File: src/rtl/sub_pkg.sv
// Shared definitions for the bit-serial subtractor: FSM encoding, default width
// and the bit-counter sizing helper.
package sub_pkg;

   localparam int DEF_WIDTH = 3;

   typedef enum logic [1:0] {
      IDLE  = 2'd0,
      SHIFT = 2'd1,
      DONE  = 2'd2
   } state_t;

   function automatic int cnt_bits(input int width);
      return (width < 2) ? 1 : $clog2(width + 1);
   endfunction

endpackage

File: src/rtl/full_subtractor.sv
// One-bit full subtractor: the per-bit datapath cell of the serial subtractor.
module full_subtractor (
   input  logic a,
   input  logic b,
   input  logic bin,
   output logic d,
   output logic bout
);

   assign d    = a ^ b ^ bin;
   assign bout = (~a & b) | (~(a ^ b) & bin);

endmodule

File: src/rtl/serial_subtractor.sv
// Bit-serial subtractor computing A-B-bin LSB first, one bit per clock.
// Optional macro SERIAL_SUB_SATURATE_EN clamps D to zero when the result borrows.
module serial_subtractor
   import sub_pkg::*;
#(
   parameter int WIDTH = DEF_WIDTH
) (
   input  logic             clk,
   input  logic             rst,
   input  logic             start,
   input  logic [WIDTH-1:0] A,
   input  logic [WIDTH-1:0] B,
   input  logic             bin,
   output logic             ready,
   output logic             done,
   output logic [WIDTH-1:0] D,
   output logic             bout
);

   localparam int CNT_W = cnt_bits(WIDTH);
   localparam logic [CNT_W-1:0] LAST_CNT = CNT_W'(WIDTH - 1);

   state_t             state_r;
   state_t             state_next_s;
   logic               load_s;
   logic               shift_s;
   logic               finish_s;

   logic [WIDTH-1:0]   a_r;
   logic [WIDTH-1:0]   b_r;
   logic [WIDTH-1:0]   res_r;
   logic               br_r;
   logic [CNT_W-1:0]   cnt_r;

   logic               d_bit_s;
   logic               br_next_s;
   logic [WIDTH-1:0]   result_s;

   full_subtractor u_cell (
      .a    (a_r[0]),
      .b    (b_r[0]),
      .bin  (br_r),
      .d    (d_bit_s),
      .bout (br_next_s)
   );

   // State register; reset wins over any pending start.
   always_ff @(posedge clk) begin
      if (rst) begin
         state_r <= IDLE;
      end else begin
         state_r <= state_next_s;
      end
   end

   // Next-state decode and datapath strobes.
   always_comb begin
      state_next_s = state_r;
      load_s       = 1'b0;
      shift_s      = 1'b0;
      finish_s     = 1'b0;
      case (state_r)
         IDLE: begin
            if (start) begin
               state_next_s = SHIFT;
               load_s       = 1'b1;
            end else begin
               state_next_s = IDLE;
            end
         end
         SHIFT: begin
            shift_s = 1'b1;
            if (cnt_r == LAST_CNT) begin
               state_next_s = DONE;
            end else begin
               state_next_s = SHIFT;
            end
         end
         DONE: begin
            finish_s     = 1'b1;
            state_next_s = IDLE;
         end
         default: begin
            state_next_s = IDLE;
         end
      endcase
   end

   // Operand shifters, borrow chain and result accumulator (new bits enter at the MSB).
   always_ff @(posedge clk) begin
      if (rst) begin
         a_r   <= {WIDTH{1'b0}};
         b_r   <= {WIDTH{1'b0}};
         res_r <= {WIDTH{1'b0}};
         br_r  <= 1'b0;
         cnt_r <= {CNT_W{1'b0}};
      end else if (load_s) begin
         a_r   <= A;
         b_r   <= B;
         res_r <= {WIDTH{1'b0}};
         br_r  <= bin;
         cnt_r <= {CNT_W{1'b0}};
      end else if (shift_s) begin
         a_r   <= a_r >> 1;
         b_r   <= b_r >> 1;
         res_r <= {d_bit_s, res_r[WIDTH-1:1]};
         br_r  <= br_next_s;
         cnt_r <= cnt_r + CNT_W'(1);
      end else begin
         a_r   <= a_r;
         b_r   <= b_r;
         res_r <= res_r;
         br_r  <= br_r;
         cnt_r <= cnt_r;
      end
   end

   // Final value presented on D.
   always_comb begin
      result_s = res_r;
`ifdef SERIAL_SUB_SATURATE_EN
      if (br_r) begin
         result_s = {WIDTH{1'b0}};
      end else begin
         result_s = res_r;
      end
`endif
   end

   // Registered outputs; D/bout update only as DONE exits so partial words never show.
   always_ff @(posedge clk) begin
      if (rst) begin
         ready <= 1'b1;
         done  <= 1'b0;
         D     <= {WIDTH{1'b0}};
         bout  <= 1'b0;
      end else begin
         ready <= (state_next_s == IDLE);
         done  <= finish_s;
         if (finish_s) begin
            D    <= result_s;
            bout <= br_r;
         end else begin
            D    <= D;
            bout <= bout;
         end
      end
   end

endmodule

File: config.mk
export PLATFORM = sky130hd
export DESIGN_NAME = serial_subtractor
export DESIGN_NICKNAME = d
export VERILOG_FILES = /design/src/rtl/sub_pkg.sv /design/src/rtl/full_subtractor.sv /design/src/rtl/serial_subtractor.sv
export SDC_FILE = /design/constraint.sdc
export NUM_CORES = 1
export LEC_CHECK = 0
export CAP_MARGIN = 20
export CORE_MARGIN = 2
export CORE_UTILIZATION = 53
export CTS_CLUSTER_SIZE = 20
export DETAILED_ROUTE_END_ITERATION = 7
export GPL_TIMING_DRIVEN = 1
export PLACE_DENSITY_LB_ADDON = 0.08
export SLEW_MARGIN = 20
export SYNTH_ARGS = -nofsm -noshare
export SYNTH_HDL_FRONTEND = slang
export SYNTH_SLANG_ARGS = --single-unit
File: constraint.sdc
create_clock -name clk -period 1.94 [get_ports clk]
set_input_delay 0.291 -clock clk [delete_from_list [all_inputs] [get_ports clk]]
set_output_delay 0.291 -clock clk [all_outputs]
set_load 0.05 [all_outputs]
==> results.py <==
metrics = {
    "synthesis": {
        "post_synth_xor_area_fraction_pct": 1.04,
        "synth_top_family_by_area": "simple AND/OR/NAND/NOR gates",
        "simple_gate_portion_of_the_synthesized_area_pct": 25.9,
        "synthArstFlopShare_pct": 0,
        "synth_largest_type_area_fraction_pct": 47.3,
        "post_synth_mux_area_share_pct": 4.73,
        "adder_and_majority_gate_portion_of_the_synthesized_area_pct": 3.85,
        "synth_flop_cell": "dfxtp_1",
        "synth_edf_count": 0,
        "synth.yosys.seq_area_share_pct": 47.3,
        "synth.most_common_cell": "dfxtp_1",
        "synthCells": 93,
        "synth-compound-area-share_pct": 11.8,
        "postSynthNetCount": 105,
        "most_used_standard_cells_in_the_synthesized_netlist": "dfxtp_1, nor2_1, nand2_1",
        "yosys_warnings": 0,
        "synthesis.area_sq_um": 846,
        "synth.top_cells.by_area": "dfxtp_1, a21oi_1, nor2_1, nand2_1, mux2i_1",
        "synthDistinctLibCells": 24,
        "synth_top_cell_by_area": "dfxtp_1",
        "syn_avg_cell_area_sq_um": 9.09,
        "synth.ff_latch_count": 20,
    },
    "layout": {
        "area_added_between_synthesis_and_finish_pct": 22.2,
        "nets": 121,
        "diodes": 0,
        "postLayoutCellArea_sq_um": 1030,
        "layout-drive-gt1-share_pct": 10.2,
        "fill_cells": 126,
    },
    "die": {
        "dieHeight_um": 44.0,
        "die_width_um": 44.0,
        "io_count": 16,
        "core_sq_um": 1510,
        "std_cell_rows": 14,
        "die_outline_area_sq_um": 1930,
        "floorplan.initialDensity_pct": 56.1,
    },
    "routing": {
        "avgViaCountPerCell": 5.19,
        "detail_route.wirelength_mm": 1.48,
        "first_iter_violations": 1,
        "detail_route.drc_violations": 0,
        "via_count": 643,
        "ant_nets": 0,
        "detail_route.wl_per_cell_um": 11.9,
        "dr.pass1.iters": 3,
    },
    "critical_path": {
        "reg_to_reg_critical_path_endpoint": "D[0]",
        "worstPathBufferInverterCount": 1,
        "critical_path_class": "reg -> out",
        "cp_max_fo": 2,
        "critical_path.reg2reg.startpoint": "state_r[1]",
        "critPathSlowestCell": "clkdlybuf4s50_1",
        "crit_path_dat_ns": 1.44,
        "worst-endpoint-required_ns": 1.65,
        "timing.critical_path.to_type": "primary output",
        "ff2ff_path_depth": 3,
        "path_cells": "clkdlybuf4s50_1",
        "regToRegSetupSlack_ns": 0.59,
        "path_delay_family": "buffers and inverters",
        "critical-path-max-stage-delay_ns": 0.80,
        "worstSetupStartpointType": "flip-flop",
    },
    "power_and_ir_drop": {
        "power_leakage_nw": 0.379,
        "peakVddDrop_mv": 0.513,
        "pwr_density_cell_nw_per_um2": 784,
    },
    "timing": {
        "timing.slew.headroom_pct": 67.3,
        "final.setup.tns_ns": 0,
        "min_period_over_period_pct": 89.2,
        "max_slew_violation_total_from_the_final_report": 0,
        "worstMarginPinSlew_ns": 0.490,
        "max_freq_mhz": 578,
        "maximum_clock_skew_at_final_layout_ns": 0.00507,
        "finalWorstSetupSlack_ns": 0.209,
        "grt_setup_unrepaired": "false",
        "crit_path_time_final_ns": 1.73,
        "finalHoldViolCount": 0,
        "setup_viol": 0,
    },
    "status": {
        "run_status": "complete, no violations",
    },
    "clock_tree": {
        "numCtsBuffers": 3,
        "cts_post_setup_buffers_inserted": 0,
        "htree_levels": 1,
        "cts_repair_resize_count": 0,
        "post_cts_hold_buffer_count": 0,
        "worstSkewPairLatency_ns": 0.29,
        "tritoncts": "yes",
        "clk_pin_slew_worst_paths_ns": 0.11,
        "max-clock-path-buffers": 2,
        "cts_root_buffer_type": "clkbuf_4",
        "cts_num_sinks": 20,
    },
    "global_route": {
        "maximum_number_of_pins_on_one_net_before_global_route_repair": 16,
        "number_of_global_route_vias_before_repair": 631,
        "track_usage_pct": 19.5,
        "grt_pass1_wl_mm": 2.77,
        "antenna_found_initial": 0,
        "globalRoute.totalOverflow": 0,
    },
    "hold_path": {
        "hold_end": "a_r[1]",
        "whs_path_depth": 2,
        "hold_path.startpoint": "a_r[1]",
        "holdCritPathClass": "reg -> reg",
    },
    "run": {
        "cap_viol_max_count": 0,
    },
    "place": {
        "finalWeightedCongestion": 0.743,
        "standard_cell_area_after_detailed_placement_sq_um": 997,
        "dpl_worst_slack_ns": 0.275,
        "dpl.hpwl_mm": 1.07,
        "buffer_ports.inserted": 15,
    },
}
## worst max path at each step
stage                     to  slack (ns)        from  depth (start not counted)
global placement    cnt_r[1]        0.32       start                          4
floorplan             a_r[1]        0.79  state_r[1]                          4
CTS                     bout        0.19        bout                          1
detailed placement  cnt_r[1]        0.28       start                          4
global route            D[2]        0.14        D[2]                          1
finish                  bout        0.21        bout                          1
## through the flow
stage / hold slack [ns] / cells / total power [W] / utilization, %
after floorplan: 0.363 / 93 / 0.000545 / -
after global placement: 0.451 / 120 / 0.000582 / 66.2
after detailed placement: 0.461 / 120 / 0.000587 / 66.2
after CTS: 0.477 / 124 / 0.000824 / 68.6
after global routing: 0.503 / 124 / 0.000858 / 68.6
final: 0.473 / 124 / 0.000810 / 68.6
## cells in the final DEF, fill, tap and decap left out
| cell type | n |
|---|---|
| buf_4 | 2 |
| ha_1 | 1 |
| a211oi_1 | 1 |
| nand3_1 | 2 |
| or3b_1 | 4 |
| clkbuf_8 | 1 |
| nor2_1 | 12 |
| o21ba_2 | 1 |
| xnor2_1 | 1 |
| a21oi_1 | 10 |
| inv_1 | 3 |
| a211oi_2 | 2 |
| nor3_1 | 3 |
| nor3b_2 | 1 |
| fa_1 | 1 |
| nand2_1 | 11 |
| nand2b_2 | 1 |
| nor2b_1 | 3 |
| o21a_1 | 1 |
| mux2i_1 | 4 |
| nand2b_1 | 4 |
| clkdlybuf4s50_1 | 15 |
| dfxtp_1 | 20 |
| nor3b_1 | 1 |
| clkbuf_4 | 3 |
## logic make-up (layout without fill, tap and decap cells)
group / count (synthesis) / count (layout)
multiplexers: 4 / 4
buffers and inverters: 9 / 24
AO/OA/AOI/OAI: 15 / 15
AND/OR/NAND/NOR: 42 / 42
flip-flops: 20 / 20
XOR/XNOR: 1 / 1
adder cells (fa/ha/maj): 2 / 2
## power by group
part | switching, W | internal [W]
combinational | 0.0000642 | 0.0000623
clock | 0.000120 | 0.000114
sequential | 0.0000167 | 0.000433
total | 0.000201 | 0.000609
## cell type report
cell class | instances | area [sq um] | share of cell area [%]
timing repair buffer | 17 | 165 | 16.0
multi-input combinational | 64 | 400 | 38.7
tap | 16 | 20.0 | 1.94
clock buffer | 4 | 36.3 | 3.51
inverter | 3 | 11.3 | 1.09
sequential | 20 | 400 | 38.7
## per-layer routing
metal	up-vias	share of wire [%]	GRT usage, %
met5	-	0	0
li1	339	-	-
met3	4	4.0	5.42
met1	288	48	24.9
met2	12	46	30.3
met4	0	2.0	9.09
## state kept, by name (all words and copies together), names as in the netlist
register  count
D             3
done          1
br_r          1
res_r         3
ready         1
state_r       2
bout          1
a_r           3
b_r           3
cnt_r         2
Note: power is estimated with default switching activity, not from simulation.
